===== src/rtl/cordic_rotation_core.sv =====
// cordic_rotation_core
//   Iterative CORDIC engine in rotation mode. It performs one micro-rotation
//   per clock and returns cos/sin of a signed Q3.29 angle. The arctan(2^-j)
//   constants come from an external combinational table addressed by lut_j.
//   One transaction is in flight at a time.
// Ports
//   clk, rst            rising-edge clock, synchronous active-high reset
//   in_valid/in_ready   angle handshake (ready only in IDLE)
//   angle_in            signed Q3.29 angle in radians
//   lut_j / lut_arctan  table index out, arctan(2^-lut_j) in (Q3.29)
//   out_valid/out_ready result handshake
//   cos_out, sin_out    signed Q3.29 results
//   range_err           accepted angle was outside +/- pi/2
//   busy                high in ROTATE or DONE
module cordic_rotation_core #(
  parameter int                WIDTH  = 32,
  parameter int                ITER   = 16,
  parameter logic [WIDTH-1:0]  K_INIT = 32'h136E9DB5
) (
  input  logic                    clk,
  input  logic                    rst,
  input  logic                    in_valid,
  output logic                    in_ready,
  input  logic signed [WIDTH-1:0] angle_in,
  output logic [4:0]              lut_j,
  input  logic signed [WIDTH-1:0] lut_arctan,
  output logic                    out_valid,
  input  logic                    out_ready,
  output logic signed [WIDTH-1:0] cos_out,
  output logic signed [WIDTH-1:0] sin_out,
  output logic                    range_err,
  output logic                    busy
);
  typedef enum logic [1:0] {IDLE, ROTATE, DONE} state_t;

  localparam logic signed [WIDTH-1:0] HALF_PI = WIDTH'(32'h3243F6A9);

  state_t                  state;
  logic signed [WIDTH-1:0] x, y, z;
  logic signed [WIDTH-1:0] x_sh, y_sh, x_nx, y_nx, z_nx;
  logic [4:0]              j;

  // j returns to 0 when rotation ends, so the index is 0 outside ROTATE.
  assign lut_j = j;

  // One micro-rotation; direction follows the sign of the residual angle.
  always_comb begin
    x_sh = x >>> j;
    y_sh = y >>> j;
    if (!z[WIDTH-1]) begin
      x_nx = x - y_sh;
      y_nx = y + x_sh;
      z_nx = z - lut_arctan;
    end else begin
      x_nx = x + y_sh;
      y_nx = y - x_sh;
      z_nx = z + lut_arctan;
    end
  end

  always_ff @(posedge clk) begin
    if (rst) begin
      state     <= IDLE;
      in_ready  <= 1'b1;
      out_valid <= 1'b0;
      busy      <= 1'b0;
      range_err <= 1'b0;
      cos_out   <= '0;
      sin_out   <= '0;
      x         <= '0;
      y         <= '0;
      z         <= '0;
      j         <= '0;
    end else begin
      case (state)
        IDLE: begin
          if (in_valid) begin
            x         <= K_INIT;
            y         <= '0;
            z         <= angle_in;
            j         <= '0;
            range_err <= (angle_in > HALF_PI) || (angle_in < -HALF_PI);
            in_ready  <= 1'b0;
            busy      <= 1'b1;
            state     <= ROTATE;
          end
        end
        ROTATE: begin
          x <= x_nx;
          y <= y_nx;
          z <= z_nx;
          if (j == 5'(ITER-1)) begin
            j         <= '0;
            cos_out   <= x_nx;
            sin_out   <= y_nx;
            out_valid <= 1'b1;
            state     <= DONE;
          end else begin
            j <= j + 5'd1;
          end
        end
        DONE: begin
          if (out_ready) begin
            out_valid <= 1'b0;
            busy      <= 1'b0;
            in_ready  <= 1'b1;
            state     <= IDLE;
          end
        end
        default: state <= IDLE;
      endcase
    end
  end
endmodule

===== config.mk =====
export PLATFORM = sky130hd
export DESIGN_NAME = cordic_rotation_core
export DESIGN_NICKNAME = d
export VERILOG_FILES = /design/src/rtl/cordic_rotation_core.sv
export SDC_FILE = /design/constraint.sdc
export NUM_CORES = 1
export LEC_CHECK = 0
export CELL_PAD_IN_SITES_DETAIL_PLACEMENT = 0
export CELL_PAD_IN_SITES_GLOBAL_PLACEMENT = 1
export CORE_ASPECT_RATIO = 1.1
export CORE_MARGIN = 2
export CORE_UTILIZATION = 49
export CTS_CLUSTER_SIZE = 25
export DETAILED_ROUTE_END_ITERATION = 8
export GPL_TIMING_DRIVEN = 1
export PLACE_DENSITY_LB_ADDON = 0.1
export REMOVE_ABC_BUFFERS = 1
export SETUP_SLACK_MARGIN = 0.2
export SYNTH_ARGS = -nofsm -noshare
export SYNTH_HDL_FRONTEND = slang
export SYNTH_SLANG_ARGS = --single-unit

===== constraint.sdc =====
create_clock -name clk -period 15.06 [get_ports clk]
set_input_delay 4.518 -clock clk [delete_from_list [all_inputs] [get_ports clk]]
set_output_delay 4.518 -clock clk [all_outputs]
set_load 0.005 [all_outputs]

==> qor.yml <==
placed_design:
  port_buffers: 140
  place_congestion: 1.05
  dpl.hpwl_um: 49500
  place_ws_ns: 5.57
worst_setup_path:
  path_cells: "clkdlybuf4s50_1 -> inv_1 -> ha_1 -> nor3b_1 -> nand3b_1 -> or4_1 -> nor2_1 -> a21oi_1 -> xor2_1 -> ha_1 -> a211o_1 -> or3_1 -> a21oi_1 -> o21ai_0 -> o21ba_2 -> a21bo_2 -> a211oi_1 -> xnor2_1 -> nor2_1 -> a311oi_1"
  cpPeakStageDelay_ns: 0.49
  cp_slowest_cell: "or4_1"
  end_kind: "register"
  worstPathMaxFanout: 5
  startpoint_type: "input port"
  crit_family: "simple AND/OR/NAND/NOR gates"
  path_buf_inv: 2
  crit_arrival_ns: 9.42
  critical_path_required_ns: 15.45
  worstSetupPathType: "input port to register"
synth:
  syn_inst: 2365
  synth-seq-cells: 171
  synth_edf_count: 0
  yosysUniqueCellTypes: 85
  synth_area_um2: 18200
  avgSynthCellArea_um2: 7.71
  synth-main-ff-cell: "dfxtp_1"
  yosysWarningCount: 0
  yosysSeqAreaShare: 0.188
  synthArstFlopShare: 0
power:
  power_switching_mw: 1.74
  peakVddDrop_mv: 0.0938
  powerDensity_nw_per_um2: 170
  power_frac_clock: 0.130
  sw_frac_of_total: 0.500
  pwr-share-comb: 0.672
  seq_power_share: 0.198
  p_int_mw: 1.74
  p_leak_nw: 7.62
timing:
  period_minus_slack_ns: 9.04
  finalHoldViolCount: 0
  maxSlewViolCount: 0
  worst_slew_pin_slew_ns: 1.06
  finalSetupTns_ns: 0
  setup_viol: 0
  worst_slack_ns: 6.02
  skew_ns: 0.0105
  rsz0062_at_grt: "no"
  fmax_mhz: 111
  min_period_over_period: 0.600
  maxSlewHeadroom: 0.272
global_routing:
  grt_overflow: 0
  grt_antenna_before_repair: 0
  grt_start_max_net_pins: 78
  grt_pass1_vias: 18000
  grt_pass1_wl_um: 103000
  grt_usage: 0.342
clock_tree:
  clk_path_buf_depth: 2
  htreeDepth: 4
  clockRootBuffer: "clkbuf_16"
  clock-sinks: 171
  cts_hold_buffers: 0
  cts_setup_buffers: 0
  cts_tree: "done"
  path_clk_slew_ns: 0.07
  cts_buffers: 17
  clk_latency_ns: 0.48
  ctsResizeCount: 0
job:
  cap_violations: 0
cells_and_area:
  antennaDiodeCount: 0
  final_common_cell: "nand2_1"
  utilization: 0.553
  nets: 2574
  drive_above_1_share: 0.0887
  layout_common_cells: "nand2_1 (276), a21oi_1 (231), nor2_1 (218)"
  synthToLayoutAreaGrowth_pct: 12.1
  fillers: 3494
routing:
  drt_iter0_markers: 1385
  num_vias: 19000
  drt-total-wl_um: 67500
  via_per_inst: 6.53
  wl_per_cell_um: 23.2
  drc: 0
  dr.pass1.iters: 5
  final_antenna_net_count: 0
outcome:
  status: "finished clean"
die:
  rows: 74
  die_h_um: 206
  io_pins: 141
  start_util: 0.494
  die-width_um: 188
  coreArea_um2: 36900
  die_area_um2: 38800
hold_path:
  hold_class: "register to register"
state kept, by name, indices dropped and copies added, names as in the netlist:
name / flops
cos_out: 32
sin_out: 32
x: 32
y: 32
z: 32
lut_j: 5
state: 2
busy: 1
in_ready: 1
out_valid: 1
range_err: 1
worst paths after layout:
| check | start | endpoint | slack (ns) | depth (start not counted) |
|---|---|---|---|---|
| max | lut_arctan[1] | z[29] | 6.02 | 20 |
| min | sin_out[28] | sin_out[28] | 0.45 | 2 |
| max reg2reg | lut_j[1] | sin_out[30] | 6.62 | 26 |
| min reg2reg | sin_out[28] | sin_out[28] | 0.45 | 2 |
Yosys cell counts (19+ instances only):
library cell / n / area share
mux2i_1: 70 / 0.038
xor2_1: 67 / 0.032
nand2b_1: 34 / 0.012
and3_1: 19 / 0.0065
nand2_1: 276 / 0.057
nor4_1: 20 / 0.0069
nor2_1: 220 / 0.045
o22ai_1: 19 / 0.0065
clkbuf_1: 97 / 0.020
o21ai_0: 99 / 0.027
a21o_1: 41 / 0.017
buf_2: 22 / 0.0060
a21oi_1: 231 / 0.063
a211oi_1: 28 / 0.012
nand3_1: 76 / 0.021
inv_1: 47 / 0.0097
dfxtp_1: 171 / 0.19
and2_1: 19 / 0.0065
a311oi_1: 20 / 0.0096
o21a_1: 28 / 0.012
nor2b_1: 22 / 0.0075
o211ai_1: 24 / 0.0099
a31oi_1: 35 / 0.012
nor3_1: 70 / 0.019
mux4_2: 65 / 0.080
xnor2_1: 84 / 0.040
mux2_2: 37 / 0.023
ha_1: 104 / 0.071
buf_1: 20 / 0.0041
or3_1: 21 / 0.0072
a22oi_1: 23 / 0.0095
power by group through the flow:
| stage | combinational [mW] | clock, mW | sequential (mW) |
|---|---|---|---|
| global placement | 2.25 | 0 | 0.687 |
| global route | 2.56 | 0.480 | 0.696 |
| floorplan | 1.74 | 0 | 0.626 |
| finish | 2.34 | 0.454 | 0.688 |
| detailed placement | 2.28 | 0 | 0.690 |
| CTS | 2.29 | 0.464 | 0.680 |
tightest hold or removal path, delay by kind of cell, from the launching register on:
family          cells  cell delay [ns]
flops               1             0.31
simple gates        1             0.05
compound gates      1             0.05
per-stage QoR:
step | hold WS (ns) | cell area (µm²) | power, mW | instances
after floorplan | 0.435 | 17500 | 2.37 | 2207
after global placement | 0.439 | 19800 | 2.94 | 2874
after detailed placement | 0.444 | 19800 | 2.97 | 2874
after CTS | 0.453 | 20400 | 3.44 | 2906
after global routing | 0.475 | 20400 | 3.74 | 2906
final | 0.450 | 20400 | 3.48 | 2906
per-layer routing:
| metal | wire length, µm | GRT usage | vias up | share of wire |
|---|---|---|---|---|
| li1 | - | - | 8864 | - |
| met1 | 26600 | 0.399 | 9075 | 0.39 |
| met2 | 32000 | 0.586 | 814 | 0.47 |
| met3 | 4710 | 0.0606 | 216 | 0.070 |
| met4 | 4190 | 0.210 | 0 | 0.062 |
| met5 | 0 | 0 | - | 0 |
layout make-up:
cell class	instances	area, µm²	share of cell area
Tap cell	494	618	0.0302
Multi-Input combinational cell	1987	14000	0.683
Inverter	49	184	0.00900
Clock inverter	8	81.3	0.00398
Timing Repair Buffer	173	1650	0.0807
Sequential cell	171	3440	0.168
Clock buffer	24	513	0.0251
kinds of logic (layout without fill, tap and decap cells):
group           count (synthesis)  in the layout  synth area share
xor+xnor                      151            151            0.0725
fa+ha+maj                     107            107            0.0746
simple gates                  861            861             0.225
mux                           172            172             0.142
buf+inv                       207            254            0.0497
compound gates                696            696             0.249
flops                         171            171             0.188
Note: power is estimated with default switching activity, not from simulation.
==> patch: new RTL, same flow settings <==
Register the output `range_err` once more, cleared by the reset; this adds one clock of latency there. The other outputs are not delayed to match.
--- a/src/rtl/cordic_rotation_core.sv
+++ b/src/rtl/cordic_rotation_core.sv
@@ -37,2 +37,4 @@
 
+  logic range_err_s0;
+
   state_t                  state;
@@ -66,3 +68,3 @@
       busy      <= 1'b0;
-      range_err <= 1'b0;
+      range_err_s0 <= 1'b0;
       cos_out   <= '0;
@@ -81,3 +83,3 @@
             j         <= '0;
-            range_err <= (angle_in > HALF_PI) || (angle_in < -HALF_PI);
+            range_err_s0 <= (angle_in > HALF_PI) || (angle_in < -HALF_PI);
             in_ready  <= 1'b0;
@@ -113,2 +115,10 @@
   end
+  always_ff @(posedge clk) begin
+    if (rst) begin
+      range_err <= '0;
+    end else begin
+      range_err <= range_err_s0;
+    end
+  end
+
 endmodule
Formal check against the unedited RTL: not equivalent (a bounded check fails within 4 cycles, from zero or initial values and one cycle with rst high).
==> patch against the unedited design <==
- sequential cell count up 1
- critical path type unchanged
- setup slack got worse by 0.22 ns
- total power grew 9.5%
- count of clock-buffer cells in the layout decreased by 6
- critical path depth is 3 lower
- wire length is 1.7% lower
- register-to-register slack better by 0.26 ns
- first-iteration DRC count increased by 2.3%
- area after synthesis increased by 0.98%
- largest power group unchanged
- design area rose by 0.35%
==> patch: results (changes against the unedited design) <==
Non-CTS buffers -> 169 (-2.3%)
Clk tree area frac -> 0.0282 (-0.000835)
CTS sink cnt -> 172 (+0.58%)
Critical Path Slowest Stage Cell -> a2111oi_0
Nets -> 2,554 (-0.78%)
Met1 GRT Util -> 0.402 (+0.00290)
GR Util met3 -> 0.0521 (-0.00855)
Power share of the clock group -> 0.121 (-0.009)
Clock buffer count -> 18 (-25%)
Switching share of power -> 0.507 (+0.00642)
First-pass GRT wire length -> 103 mm (about the same)
Seq/Total Area, Yosys -> 0.187 (-0.000736)
Crit path max-delay family -> compound AO/OA/AOI/OAI gates
Library cells used by synthesis -> 96 (+13%)
DP Wirelength -> 49.2 mm (-0.52%)
Synth Area in Compound Gates -> 0.247 (-0.00201)
DR vias -> 18.9k (-0.50%)
Pleak -> 7.95 nW (+4.3%)
Met3 routed WL -> 4.04 mm (-14%)
Worst R2R Path Depth -> 22 (-15%)
Post-Place Cell Area -> 19,900 µm² (+0.44%)
Inverter count -> 61 (+24%)
Met2 Use GR -> 0.572 (-0.0141)
Multi-input gate share of total cell area -> 0.683 (about the same)
Commonest cells in the netlist -> nand2_1 (306), nor2_1 (225), a21oi_1 (204)
Largest net degree at the start of global routing -> 73 (-6.4%)
Critical path's largest stage delay -> 0.67 ns (+0.18 ns)
Initial antenna violation count -> 1 (+1)
Total Routed Length -> 66.3 mm (-1.7%)
Fillers -> 3,539 (+1.3%)
Status -> finished, final reports clean
Mux cell area share after synthesis -> 0.154 (+0.0126)
==> patch: cell types whose count changed after synthesis, moves of 13 or more <==
cell	unedited run	this run
or3_1	21	7
a21oi_1	231	204
nor3b_1	17	3
mux2i_1	70	51
nand2b_1	34	21
nand2_1	276	306
mux4_2	65	79
nand3_1	76	61
==> patch: final timing paths <==
| kind | from | endpoint | slack [ns] |
|---|---|---|---|
| worst min-delay path | sin_out[24]$_SDFFE_PP0P_ | sin_out[24]$_SDFFE_PP0P_ | 0.45 |
| worst min register to register | sin_out[24]$_SDFFE_PP0P_ | sin_out[24]$_SDFFE_PP0P_ | 0.45 |
| worst max register to register | lut_j[0]$_SDFFE_PP0P_ | cos_out[31]$_SDFFE_PP0P_ | 6.88 |
| worst max-delay path | lut_arctan[4] | z[26]$_SDFFE_PP0P_ | 5.80 |
==> patch: worst min-delay path: cells and delay by family, from the launching register on <==
| kind | cells | cell delay (ns) |
|---|---|---|
| simple gates | 1 | 0.05 |
| compound gates | 1 | 0.05 |
| flops | 1 | 0.31 |
